<file path="src/rtl/dmux_fifo16.sv">
// Two-lane demultiplexing FIFO: each accepted word goes to lane A (sel=0) or lane B (sel=1).
// Each lane is a DEPTH-entry circular buffer with a valid/ready pop interface and an occupancy count.
module dmux_fifo16 #(
  parameter int WIDTH = 16,
  parameter int DEPTH = 4
) (
  input  logic                     clock,
  input  logic                     reset,
  input  logic [WIDTH-1:0]         in,
  input  logic                     sel,
  input  logic                     in_valid,
  output logic                     in_ready,
  output logic [WIDTH-1:0]         a,
  output logic                     a_valid,
  input  logic                     a_ready,
  output logic [WIDTH-1:0]         b,
  output logic                     b_valid,
  input  logic                     b_ready,
  output logic [$clog2(DEPTH):0]   a_count,
  output logic [$clog2(DEPTH):0]   b_count
);

  localparam int PW = $clog2(DEPTH);
  localparam int CW = PW + 1;
  localparam logic [CW-1:0] FULL = CW'(DEPTH);

  // Lane index 0 is lane A, index 1 is lane B.
  logic [WIDTH-1:0] mem    [2][DEPTH];
  logic [PW-1:0]    wr_ptr [2];
  logic [PW-1:0]    rd_ptr [2];
  logic [CW-1:0]    count  [2];

  logic [1:0] nonempty;
  logic [1:0] full;
  logic [1:0] push;
  logic [1:0] pop;
  logic [1:0] pop_req;

  assign pop_req = {b_ready, a_ready};

  always_comb begin
    nonempty = '0;
    full     = '0;
    push     = '0;
    pop      = '0;
    for (int i = 0; i < 2; i++) begin
      nonempty[i] = (count[i] != '0);
      full[i]     = (count[i] == FULL);
      pop[i]      = nonempty[i] & pop_req[i];
    end
    // in_ready only looks at the selected lane's occupancy, never at same-cycle pops.
    in_ready = sel ? ~full[1] : ~full[0];
    push[0]  = in_valid & in_ready & ~sel;
    push[1]  = in_valid & in_ready &  sel;
  end

  // Pointers wrap naturally because DEPTH is a power of two.
  always_ff @(posedge clock) begin
    if (reset) begin
      for (int i = 0; i < 2; i++) begin
        wr_ptr[i] <= '0;
        rd_ptr[i] <= '0;
        count[i]  <= '0;
      end
    end else begin
      for (int i = 0; i < 2; i++) begin
        if (push[i]) wr_ptr[i] <= wr_ptr[i] + PW'(1);
        if (pop[i])  rd_ptr[i] <= rd_ptr[i] + PW'(1);
        case ({push[i], pop[i]})
          2'b10:   count[i] <= count[i] + CW'(1);
          2'b01:   count[i] <= count[i] - CW'(1);
          default: count[i] <= count[i];
        endcase
      end
    end
  end

  // Storage is not reset; a reset simply abandons the contents via the pointers.
  always_ff @(posedge clock) begin
    for (int i = 0; i < 2; i++) begin
      if (push[i] && !reset) mem[i][wr_ptr[i]] <= in;
    end
  end

  always_comb begin
    a = '0;
    b = '0;
    if (nonempty[0]) a = mem[0][rd_ptr[0]];
    if (nonempty[1]) b = mem[1][rd_ptr[1]];
  end

  assign a_valid = nonempty[0];
  assign b_valid = nonempty[1];
  assign a_count = count[0];
  assign b_count = count[1];

endmodule

</file>
<file path="config.mk">
export PLATFORM = sky130hd
export DESIGN_NAME = dmux_fifo16
export DESIGN_NICKNAME = d
export VERILOG_FILES = /design/src/rtl/dmux_fifo16.sv
export SDC_FILE = /design/constraint.sdc
export NUM_CORES = 1
export LEC_CHECK = 0
export BUFFER_PORTS_ARGS = -buffer_cell sky130_fd_sc_hd__clkbuf_2
export CORE_MARGIN = 2
export CORE_UTILIZATION = 32
export DETAILED_ROUTE_END_ITERATION = 10
export GPL_TIMING_DRIVEN = 0
export HOLD_SLACK_MARGIN = 0.1
export PLACE_DENSITY = 0.53
export RECOVER_POWER = 100
export SLEW_MARGIN = 20
export SYNTH_ARGS = -nofsm -noshare
export SYNTH_HDL_FRONTEND = slang
export SYNTH_SLANG_ARGS = --single-unit
</file>
<file path="constraint.sdc">
create_clock -name clock -period 5 [get_ports clock]
set_clock_uncertainty 0.2 [all_clocks]
set_input_delay 0.25 -clock clock [delete_from_list [all_inputs] [get_ports clock]]
set_output_delay 0.25 -clock clock [all_outputs]
set_load 0.02 [all_outputs]
</file>
Yosys cells after proc, flatten, opt, wreduce, memory -nomap -nowiden
Memory sizes are Yosys's and may differ from the RTL's. Index checks and enable logic that the tools add are counted.

Output and inout port bits: 41. Bits in writable memories: 142. Memories kept: 4. Bits in registers: 0.

Memories: mem (depth 2, bits a word 64, read ports 2, clocked after Yosys merged registers in 0, wr ports 1, line 28) `logic [WIDTH-1:0] mem [2][DEPTH];`; count (depth 2, bits a word 3, read ports 2, clocked after Yosys merged registers in 0, wr ports 2, line 31) `logic [CW-1:0] count [2];`; rd_ptr (depth 2, bits a word 2, read ports 2, clocked after Yosys merged registers in 0, wr ports 2, line 30) `logic [PW-1:0] rd_ptr [2];`; wr_ptr (depth 2, bits a word 2, read ports 2, clocked after Yosys merged registers in 0, wr ports 2, line 29) `logic [PW-1:0] wr_ptr [2];`.

Magnitude comparators: 6. Bitwise gates (word level): 22. Equal/unequal tests: 6. Reductions and logical operators: 10. Muxes and demuxes: 62. Add/subtract/negate cells: 8.

Operator list (count): $mux 64 (4); $mux 16 (8); $bmux 16 s2 (2); $demux 16 s2 (2); $reduce_or 64->1 (1); $mux 1 (36); $mux 3 (6); $ge 3x3->1 const B (4); $not 2->3 (4); $or 1x1->1 (10); $add 2x1->2 const B (4); $mux 2 (4); $add 3x1->3 const B (2); $eq 3x3->1 const B (2); $lt 3x1->1 const B (2); $reduce_bool 3->1 (2); $sub 3x1->3 const B (2); $and 1x1->1 (5); $eq 2x1->1 const B (2); $eq 2x2->1 const B (2); $logic_and 1x1->1 (4); $reduce_or 2->1 (2); $not 1->1 (3); $logic_not 1->1 (1).

Depth between registers and ports, before layout
Depth in word-level cells: 12. Mapped depth: 10.

Least setup slack after synthesis
OpenSTA, ideal clock, no wires.

Kind: register -> register. From: memory count[0][1] (netlist bit). To: memory count[1][2] (netlist bit), data pin. Buffers on the path: 1. Required time: 4.539 ns. Setup time: 0.261 ns. Path slack: 2.349 ns. Cell stages (with the launch flop): 9. Data arrival time: 2.190 ns. Path through: edfxtp_1 > or3_1 > buf_2 > nand2_2 > inv_2 > ha_1 > nor4_1 > nor4bb_1 > o32a_1.

RTL lines (line): start, declared (31).

==> results.md <==
- Clock Latency Late Sink: 0.42 ns
- Synthesized Nets: 346
- Routed Antenna Nets: 0
- Crit Path Class: reg -> reg
- CTS Sinks: 142
- Die X-Extent: 141 microns
- Pin count of the biggest net entering global routing: 17
- Total grt overflow: 0
- Sequential-to-total area share from yosys stat: 0.713
- WP data arrival: 2.97 ns
- Post-Syn Area: 5980 sq um
- Cells after synthesis: 308
- Critical Path Sink Type: register
- Die area: 19800 sq um
- Crit-path max FO: 10
- Post-synth top area share: 0.713
- CTS clk-pin slew, worst paths: 0.06 ns
- Clk buf depth: 2
- Crit start category: register
- GRT Util Overall: 0.126
- Cell taking the most area after synthesis: edfxtp_1
- Most frequent cells in the layout: 142 x edfxtp_1, 39 x clkbuf_1, 33 x and2_0
- Nets: 443
- Commonest non-fill, non-tap cell in the layout: edfxtp_1
- Cell mode on critical path: ha_1
- Vias post-DR: 3038
- Maximum vdd drop: 253 uV
- Synth warnings: 0
- Mean Syn Cell Area: 19.4 sq um
- Largest stage delay, worst path: 0.44 ns
- Share of cells above drive strength 1: 0.201
- Post-CTS Resized: 0
- Number of diodes: 0
- Initial antenna violation count: 0
- Synth unique cells: 36
- Number of synthesized register bits: 142
- Global placer's final weighted congestion: 0.710
- CTS tree: yes
- Setup TNS: 0 ns
- Slew Limit Fails: 0
- DRT Pass-1 Iters: 4
- Hold/Removal Path Class: in -> reg
- First-pass GRT wire length: 18.1 mm
- Total power: 0.00350 W
- Crit-path cells: inv_1, ha_1, nand2b_1, clkbuf_1, nand2_1, ha_1, nor4_1, nor4bb_1, o32a_1
- CTS H-tree lvls: 4
- Layout Area Growth over Synthesis: 23.1%
- Initial drt markers: 176
- Drt via density: 4.70
- Max frequency: 0.333 GHz
- Pwr Density: 476 nW/um^2
- Number of global-route vias before repair: 3159
- Worst endpoint required time: 4.97 ns
- # IOs: 63
- Slowest-stage cell, CP: clkbuf_1
- Outcome: finished clean
- Minimum clock period: 3.00 ns
- Area contributors post-synth: edfxtp_1 71%, mux4_1 7.0%, mux4_2 6.0%
- Final Hold Vio Count: 0
- Core Box Area: 18100 sq um
- Leak: 2.52 nW
- Final Cycle Share: 0.600
- CTS Buf Count: 17
- Rows: 49
- Worst slew pin tran: 1.48 ns
- Finish-stage setup viols: 0
- DRC: 0
- HPWL Detailed: 7.57 mm
- Unrepaired setup endpoints after global routing: no
- Root Driver: clkbuf_16
- Post-Route WL: 11.9 mm
- PortBufs: 61
- WL/cell: 18.4 microns
- Die Ht: 141 microns
- Slew margin rel.: 0.0119
- Max cap viols: 0
- Initial core utilization: 0.329
- Post-CTS Setup Inserts: 0
-- state kept, by name, summed over array words and instances (netlist names) --
signal	count
rd_ptr	4
mem	128
wr_ptr	4
count	6
-- final timing paths --
path | from | endpoint | slack [ns] | cells past startpoint
max | count[1][0]$_DFFE_PP_ | count[1][2]$_DFFE_PP_ | 2.00 | 9
min | in_valid | wr_ptr[0][3]$_SDFFCE_PN0P_ | 0.14 | 3
max reg2reg | count[1][0]$_DFFE_PP_ | count[1][2]$_DFFE_PP_ | 2.00 | 9
min reg2reg | count[1][0]$_DFFE_PP_ | count[1][0]$_DFFE_PP_ | 0.42 | 1
-- final cells by class --
type | instances | area [sq um]
Tap cell | 229 | 287
Buffer | 14 | 105
Multi-Input combinational cell | 140 | 1550
Sequential cell | 142 | 4260
Fill cell | 1663 | 10800
Clock inverter | 14 | 239
Inverter | 12 | 45.0
Timing Repair Buffer | 78 | 435
Clock buffer | 18 | 429
-- repair_timing --
item,in CTS,in global routing
endpoints found under the hold margin,130,0
hold buffers,17,0
endpoints found under the setup margin,0,0
-- power breakdown --
group	internal (W)	leakage (nW)	switching, W	total, W
clock network	0.000937	0.320	0.000481	0.00142
registers	0.00137	1.30	0.0000272	0.00140
logic	0.000270	0.901	0.000415	0.000686
-- cell families (layout without fill, tap and decap cells) --
| logic type | after synthesis | after routing | synth area share |
|---|---|---|---|
| compound gates | 7 | 7 | 0.00879 |
| xor+xnor | 4 | 4 | 0.00586 |
| fa+ha+maj | 16 | 16 | 0.0347 |
| buf+inv | 26 | 136 | 0.0255 |
| flops | 142 | 142 | 0.713 |
| mux | 32 | 32 | 0.131 |
| simple gates | 81 | 81 | 0.0810 |
-- through the flow --
stage	hold slack [ns]	area [sq um]	utilization	instances	setup WS, ns
after global routing	0.154	7360	0.405	647	1.74
after CTS	0.125	7410	0.408	647	2.17
after detailed placement	0.342	6570	0.362	598	2.18
after global placement	0.326	6570	0.362	598	2.20
after floorplan	0.149	5980	-	308	2.35
final	0.137	7360	0.405	647	2.00
-- cells in the mapped netlist --
master	instances
nor2b_1	1
nor2_1	9
a21oi_2	1
nand2_1	3
and3_1	3
o21ai_0	1
nor3b_1	4
buf_2	6
fa_1	1
edfxtp_1	142
o31ai_1	1
clkbuf_1	4
nand2_2	1
nand3_1	2
a31oi_1	1
inv_2	1
mux4_1	16
nor3_1	4
nor4_1	1
buf_6	2
nand3b_1	1
and2_1	40
buf_12	2
ha_1	15
or2_1	1
or2_2	2
o21bai_1	2
xor2_1	1
xnor2_1	3
nand2b_1	4
inv_1	11
nor4bb_1	1
mux4_2	16
o32a_1	1
nor4b_1	2
or3_1	2
-- critical path, delay by kind of cell (launching register included) --
family	cells	cell delay, ns
AO/OA/AOI/OAI	1	0.34
flip-flops	1	0.40
buffers and inverters	2	0.52
AND/OR/NAND/NOR	4	0.78
adder cells (fa/ha/maj)	2	0.51
-- routing by layer --
metal / vias to the layer above / routed length, microns / global-route usage
met2: 66 / 5780 / 0.199
met4: 0 / 126 / 0.0426
met1: 1552 / 5460 / 0.165
li1: 1405 / - / -
met3: 15 / 526 / 0.0394
met5: - / 0 / 0
Power figures use the tool's default switching activity.
